## config.mk

```make
export PLATFORM = sky130hd
export DESIGN_NAME = data_mem_responder
export DESIGN_NICKNAME = d
export VERILOG_FILES = /design/src/rtl/data_mem_responder.sv
export SDC_FILE = /design/constraint.sdc
export NUM_CORES = 2
export LEC_CHECK = 0
export CORE_ASPECT_RATIO = 1.25
export CORE_MARGIN = 1
export CORE_UTILIZATION = 55
export DETAILED_ROUTE_END_ITERATION = 16
export PLACE_DENSITY = 0.68
export SLEW_MARGIN = 30
export SYNTH_ARGS = -nofsm -noshare
export SYNTH_HDL_FRONTEND = slang
export SYNTH_SLANG_ARGS = --single-unit
```

## constraint.sdc

```tcl
create_clock -name clk -period 8.55 [get_ports clk]
set_clock_uncertainty 0.05 [all_clocks]
set_input_delay 2.565 -clock clk [delete_from_list [all_inputs] [get_ports clk]]
set_output_delay 2.565 -clock clk [all_outputs]
set_load 0.005 [all_outputs]
```

## src/rtl/data_mem_responder.sv

```systemverilog
// ---------------------------------------------------------------------------
// data_mem_responder
//
// Memory-side responder for the MIPS core data bus. It is a word-addressed RAM
// behind a memreq/memready handshake with a programmable number of wait
// states. It also has a mailbox: a write to MAILBOX_ADDR sets the sticky
// 'done' flag and captures 'result', so a test program can report pass/fail.
//
// Transaction flow: IDLE -> (WAIT x WAIT_CYCLES) -> RESP -> IDLE.
// A request sampled at edge N raises memready in cycle N+1+WAIT_CYCLES for
// exactly one cycle. Back-to-back accesses complete once every
// WAIT_CYCLES+2 cycles.
//
// Parameters
//   ADDR_W        word-index bits; RAM depth is 2**ADDR_W 32-bit words
//   WAIT_CYCLES   wait states before memready (0..15)
//   MAILBOX_ADDR  byte address whose writes update done/result
//   INIT_FILE     name of an optional hex image
//
// Ports
//   clk        in   1   single clock, all state on posedge
//   reset      in   1   synchronous, active-high
//   memreq     in   1   request valid, held by the core until memready
//   memwrite   in   1   1 = write, 0 = read, sampled with memreq
//   dataadr    in   32  byte address
//   writedata  in   32  write data
//   readdata   out  32  read data, valid while memready=1 on a read
//   memready   out  1   one-cycle completion pulse
//   done       out  1   sticky: mailbox written since reset
//   result     out  32  last value written to the mailbox
//   misalign   out  1   misaligned-access flag (RESP cycle only)
//
// Configuration macro: ALIGN_CHECK_EN
//   defined   : an access with dataadr[1:0] != 0 updates neither RAM nor the
//               mailbox, a read returns 32'hDEADBEEF, and misalign pulses
//               with memready.
//   undefined : dataadr[1:0] is ignored, so the access goes to the enclosing
//               word, and misalign is tied to 0.
// ---------------------------------------------------------------------------
module data_mem_responder #(
    parameter int          ADDR_W       = 6,
    parameter int          WAIT_CYCLES  = 2,
    parameter logic [31:0] MAILBOX_ADDR = 32'h54,
    parameter string       INIT_FILE    = ""
) (
    input  logic        clk,
    input  logic        reset,
    input  logic        memreq,
    input  logic        memwrite,
    input  logic [31:0] dataadr,
    input  logic [31:0] writedata,
    output logic [31:0] readdata,
    output logic        memready,
    output logic        done,
    output logic [31:0] result,
    output logic        misalign
);

    localparam int          DEPTH    = 1 << ADDR_W;
    localparam logic [31:0] BAD_READ = 32'hDEAD_BEEF;

    typedef enum logic [1:0] {
        ST_IDLE,
        ST_WAIT,
        ST_RESP
    } state_t;

    // Control state (reset)
    state_t      state_q, state_d;
    logic [3:0]  cnt_q, cnt_d;
    logic [31:0] readdata_q, readdata_d;
    logic        done_q, done_d;
    logic [31:0] result_q, result_d;
    logic        misal_q, misal_d;

    // Latched request (data path, not reset)
    logic [29:0] wadr_q, wadr_d;     // word address, dataadr[31:2]
    logic [31:0] wdata_q, wdata_d;
    logic        write_q, write_d;

    logic [31:0] ram [DEPTH];

    logic        req_misal;
    logic        mbox_hit;
    logic        ram_we;

`ifdef ALIGN_CHECK_EN
    assign req_misal = (dataadr[1:0] != 2'b00);
    assign misalign  = (state_q == ST_RESP) && misal_q;
`else
    // The byte offset plays no part without the alignment check.
    logic unused_byte_offset;
    assign unused_byte_offset = ^dataadr[1:0];
    assign req_misal = 1'b0;
    assign misalign  = 1'b0;
`endif

    // The mailbox compare covers the whole word address, so an aliased
    // address that only shares the RAM index does not count as a mailbox hit.
    assign mbox_hit = ({wadr_q, 2'b00} == MAILBOX_ADDR);

    // The write commits at the end of RESP. Reset in that same cycle aborts it.
    assign ram_we = (state_q == ST_RESP) && write_q && !misal_q && !reset;

    always_comb begin
        state_d    = state_q;
        cnt_d      = cnt_q;
        readdata_d = readdata_q;
        done_d     = done_q;
        result_d   = result_q;
        misal_d    = misal_q;
        wadr_d     = wadr_q;
        wdata_d    = wdata_q;
        write_d    = write_q;

        case (state_q)
            ST_IDLE: begin
                if (memreq) begin
                    wadr_d  = dataadr[31:2];
                    wdata_d = writedata;
                    write_d = memwrite;
                    misal_d = req_misal;
                    cnt_d   = 4'(WAIT_CYCLES);
                    state_d = (WAIT_CYCLES == 0) ? ST_RESP : ST_WAIT;
                end
            end
            ST_WAIT: begin
                // memreq and the bus inputs are ignored here; the latched copy rules.
                cnt_d = cnt_q - 4'd1;
                if (cnt_q == 4'd1) begin
                    state_d = ST_RESP;
                end
            end
            ST_RESP: begin
                state_d = ST_IDLE;
                if (write_q && !misal_q && mbox_hit) begin
                    done_d   = 1'b1;
                    result_d = wdata_q;
                end
            end
            default: state_d = ST_IDLE;
        endcase

        // readdata must be valid for the whole RESP cycle, so it is loaded on
        // the edge that enters RESP. The *_d request fields hold the fresh bus
        // values when coming straight from IDLE (WAIT_CYCLES == 0). Otherwise
        // they hold the latched values.
        if ((state_d == ST_RESP) && (state_q != ST_RESP) && !write_d) begin
            readdata_d = misal_d ? BAD_READ : ram[wadr_d[ADDR_W-1:0]];
        end
    end

    always_ff @(posedge clk) begin
        if (reset) begin
            state_q    <= ST_IDLE;
            cnt_q      <= 4'd0;
            readdata_q <= 32'd0;
            done_q     <= 1'b0;
            result_q   <= 32'd0;
            misal_q    <= 1'b0;
        end else begin
            state_q    <= state_d;
            cnt_q      <= cnt_d;
            readdata_q <= readdata_d;
            done_q     <= done_d;
            result_q   <= result_d;
            misal_q    <= misal_d;
        end
    end

    always_ff @(posedge clk) begin
        wadr_q  <= wadr_d;
        wdata_q <= wdata_d;
        write_q <= write_d;
    end

    always_ff @(posedge clk) begin
        if (ram_we) begin
            ram[wadr_q[ADDR_W-1:0]] <= wdata_q;
        end
    end

    assign memready = (state_q == ST_RESP);
    assign readdata = readdata_q;
    assign done     = done_q;
    assign result   = result_q;

endmodule

```

# Word level (Yosys, flattened, before mapping)
# Memory sizes are Yosys's and may differ from the RTL's.
# Index checks and enable logic that the tools add are counted.
dict set report totals {
  ff_bits 135
  latch_bits 0
  ram_bits 2048
  romBits 0
  out_inout_bits 67
  word_cells 48
  memories 1
}
# name depth width read_ports rd_ports_with_merged_regs wr line
set mem_list {}
lappend mem_list {ram 64 32 1 0 1 81} ;# logic [31:0] ram [DEPTH];
dict set report op_classes {
  add_sub_neg 1
  mul 0
  div_mod_pow 0
  magnitude_cmp 0
  n_eq_ne 7
  shifts 0
  n_mux 14
  bitwise_logic 0
  n_reduce_logical 15
}
# operator n
set ops {}
lappend ops {{$mux 32} 1}
lappend ops {{$eq 30x5->1 const B} 1}
lappend ops {{$mux 6} 2}
lappend ops {{$pmux 4 s2} 1}
lappend ops {{$logic_and 1x1->1} 7}
lappend ops {{$mux 1} 6}
lappend ops {{$reduce_and 2->1} 3}
lappend ops {{$eq 2x2->1 const B} 2}
lappend ops {{$eq 4x1->1 const B} 1}
lappend ops {{$mux 2} 2}
lappend ops {{$mux 4} 1}
lappend ops {{$ne 2x2->1 const B} 2}
lappend ops {{$pmux 2 s2} 1}
lappend ops {{$sub 4x1->4 const B} 1}
lappend ops {{$logic_not 1->1} 3}
lappend ops {{$eq 2x1->1 const B} 1}
lappend ops {{$logic_not 2->1} 1}
lappend ops {{$reduce_bool 2->1} 1}

# Longest topological paths before layout
dict set report logic_depth {
  depth_word 6
  mapped_depth 14
  depth_no_buf 9
}

# Worst setup path after synthesis
# OpenSTA, ideal clock, no wires.
dict set report synth_path {
  kind {in2reg}
  from {in memreq}
  to {reg readdata_q[24] (netlist: readdata[24])}
  setup_ns 0.122
  arrival_time_ns 5.220
  required_time_ns 8.378
  slack_ns 3.158
  stages 11
  path_cell_list {or3b_1 > buf_2 > inv_4 > buf_2 > nand3b_1 > nand2_1 > clkbuf_1 > nand3_1 > nand3_1 > nand4_1 > a221o_1}
}
dict set report synth_via {
  elab_chain_len 5
}
# item line
set synth_rtl {}
lappend synth_rtl {{start, declared} 48} ;# input logic memreq,
lappend synth_rtl {{branches (longest 5 deep; another with $mem_v2 64x32)} --}
lappend synth_rtl {{end signal, assigned} 164} ;# readdata_q <= readdata_d;
lappend synth_rtl {{end, declared} 71} ;# logic [31:0] readdata_q, readdata_d;
# Several ways; the timed one is not identified.
# A chain may end at the register's enable or synchronous reset.

# Worst setup path in the final report
dict set report layout_path {
  from {in memreq}
  to {reg readdata_q[23] (netlist: readdata[23])}
}
# The elaborated chain is that of the path after synthesis.

==> results.tsv <==
stage	metric	value	unit
synthesis	ys_top_cells_by_count	edfxtp_1 (2104), nand2_1 (1423), nand3_1 (564)	
min_path	min-delay-start	result[18]	
timing	period_needed	6770	ps
synthesis	synthMostInstantiatedCell	edfxtp_1	
placement	dp_hpwl	130000	µm
synthesis	avgSynthCellArea	14.3	µm²
grt	antenna_found_initial	17	
timing	fin_ws	1780	ps
placement	port_buffers	131	
critical_path	rr_worst_depth	9	
clocking	clock_latency	830	ps
grt	grt_max_degree	173	
grt	global_route.overflow_total	0	
floorplanning	die_y	440	µm
synthesis	synth_cells	5892	
synthesis	synth_area	84400	µm²
clocking	clockRootBuffer	clkbuf_16	
timing	setup-tns-final	0	ps
grt	grt_use_total	29.8	%
synthesis	ys_ff_latch	2183	
critical_path	crit_path_top_delay_cell	nand3_1	
synthesis	synth-edff-count	2104	
clocking	path_clk_slew	60	ps
timing	rsz0062_at_grt	no	
floorplanning	rows	160	
power	ir_worst_vdd	224	µV
floorplanning	die_area	155000	µm²
grt	grt_pass1_wl	334000	µm
routing	drcViolationCount	0	
critical_path	rrSetupSlack	3710	ps
routing	vias	52000	
routing	dr.pass1.iters	8	
critical_path	critical_path_required	9220	ps
routing	drt_first_iter_violations	6899	
clocking	clkSinkCount	2183	
critical_path	crit_fanout	25	
clocking	cts_max_level	4	
critical_path	path_cells	clkdlybuf4s50_1 > or3b_1 > inv_4 > mux2i_2 > inv_2 > nand3_1 > o22ai_1 > a311oi_1 > a211oi_1 > and3_1	
critical_path	rr_startpoint	state_q[0]	
min_path	hp-class	reg2reg	
placement	routabilityCongestion	0.830	
finish	area_growth	12.7	%
clocking	hold_buffers	0	
synthesis	ys.flop_type	edfxtp_1	
critical_path	crit_cells	10	
synthesis	synth_cell_types	72	
run	drv_cap	0	
finish	multiInputGateArea	18600	µm²
routing	wl	233000	µm
placement	dp_slack	1120	ps
power	p_leak	0.0312	µW
min_path	hold_depth	2	
timing	clock.fmax	0.148	GHz
synthesis	async_flop_share	0	%
timing	drv_slew	0	
critical_path	critical_path.top_delay_family	simple AND/OR/NAND/NOR gates	
critical_path	critical_path_class	in2reg	
timing	slew_headroom	25.1	%
critical_path	startpoint	memreq	
finish	drive_gt1_share	9.41	%
clocking	cts_buffers	196	
synthesis	yosys_warnings	0	
floorplanning	start_util	55.5	%
synthesis	syn-num-nets	5962	
routing	drt-vias-per-instance	6.33	
critical_path	end_kind	flop	
finish	final_nets	6094	
critical_path	slowest_delay	840	ps
power	power_density	241	nW/µm²
timing	setup_viol	0	
timing	hold_viol_final	0	
synthesis	synth_top_area_share	74.8	%
clocking	cts_resized	0	
floorplanning	die-width	352	µm
synthesis	synth_top_area_cell	edfxtp_1	
clocking	postCtsSetupRepairBufs	0	
finish	nFillCells	11000	
grt	grt_pass1_vias	49700	
routing	routedWlPerCell	28.4	µm
critical_path	path_buf_inv	3	
routing	drtAntennaViolNets	0	
finish	seq_area	64800	µm²
floorplanning	coreArea	152000	µm²
clocking	tritoncts	yes	
run_status	outcome	finished clean	
critical_path	worstPathArrival	7440	ps
floorplanning	ioPinCount	135	
timing	max_slew.worst_pin.slew	1120	ps
synthesis	ys_top_cells_by_area	edfxtp_1 (75%), nand2_1 (6.3%), nand3_1 (3.3%)	
timing	post-route-period-util	79.2	%
clocking	clock_path_buffers	3	
synthesis	seq_area_frac_synth	76.7	%
critical_path	critPathLaunchType	primary input	
-- path summary, 6_finish.rpt --
kind	endpoint
worst max-delay path	readdata[23]
worst max register to register	readdata[23]
worst min-delay path	result[18]
worst min register to register	result[18]
-- placed cells by master, fill, tap and decap left out, drive strengths merged, types with 57 or more instances in the layout --
cell / Yosys / final
clkbuf: 228 / 269
buf: 147 / 178
a31oi: 103 / 103
dfxtp: 79 / 79
nand3: 564 / 564
a221oi: 68 / 68
clkinv: 0 / 83
a21oi: 274 / 274
a211oi: 57 / 57
mux2i: 262 / 262
nand2: 1423 / 1423
edfxtp: 2104 / 2104
a32oi: 57 / 57
nand4: 64 / 64
clkdlybuf4s50: 0 / 130
nor2: 110 / 110
-- logic make-up (layout without fill, tap and decap cells) --
kind of cell	Yosys count	count (layout)	share of synthesized area (%)
buffers and inverters	390	692	1.93
AO/OA/AOI/OAI	761	761	6.16
other	1	5	0.00444
multiplexers	282	282	3.62
flip-flops	2183	2183	76.7
adder cells (fa/ha/maj)	2	2	0.0296
AND/OR/NAND/NOR	2273	2273	11.5
-- registers in the layout, indices dropped and copies added (netlist names) --
name / count
misal_q: 1
write_q: 1
readdata: 32
done: 1
cnt_q: 4
result: 32
wdata_q: 32
state_q: 2
ram: 2048
wadr_q: 30
-- layout make-up --
type	instances	area share, %
inverters	15	0.0947
flip-flops and latches	2183	68.1
clock inverters	100	0.764
repair buffers	309	3.03
multi-input cells	3319	19.6
clock buffers	268	5.74
diodes	4	0.0105
well taps	2025	2.66
-- routing by layer --
layer	share of wire, %	GRT usage, %
met1	37	38.9
met2	48	48.7
met3	10	5.59
met4	4.8	13.8
met5	0.013	0
-- through the flow --
step	hold slack (ps)	total power, µW	util [%]	cell area [µm²]	cells
after floorplan	382	13700	-	84400	5892
after global placement	387	14500	58.3	88700	7844
after detailed placement	396	14600	58.4	88800	7848
after CTS	403	23000	62.5	95000	8216
after global routing	425	23600	62.5	95100	8220
final	399	22900	62.5	95100	8223
-- worst reg2reg max path, delay by kind of cell (launching register included) --
kind	cells	cell delay, ps
multiplexers	1	740
flip-flops	1	420
AO/OA/AOI/OAI	3	830
buffers and inverters	2	900
AND/OR/NAND/NOR	3	1820
-- report_power, final --
group	leakage [µW]	internal (µW)	switching (µW)
logic	0.00857	720	1860
clock network	0.00307	4720	3830
registers	0.0196	11800	33.9
total	0.0312	17200	5720
Note: power is estimated with default switching activity, not from simulation.
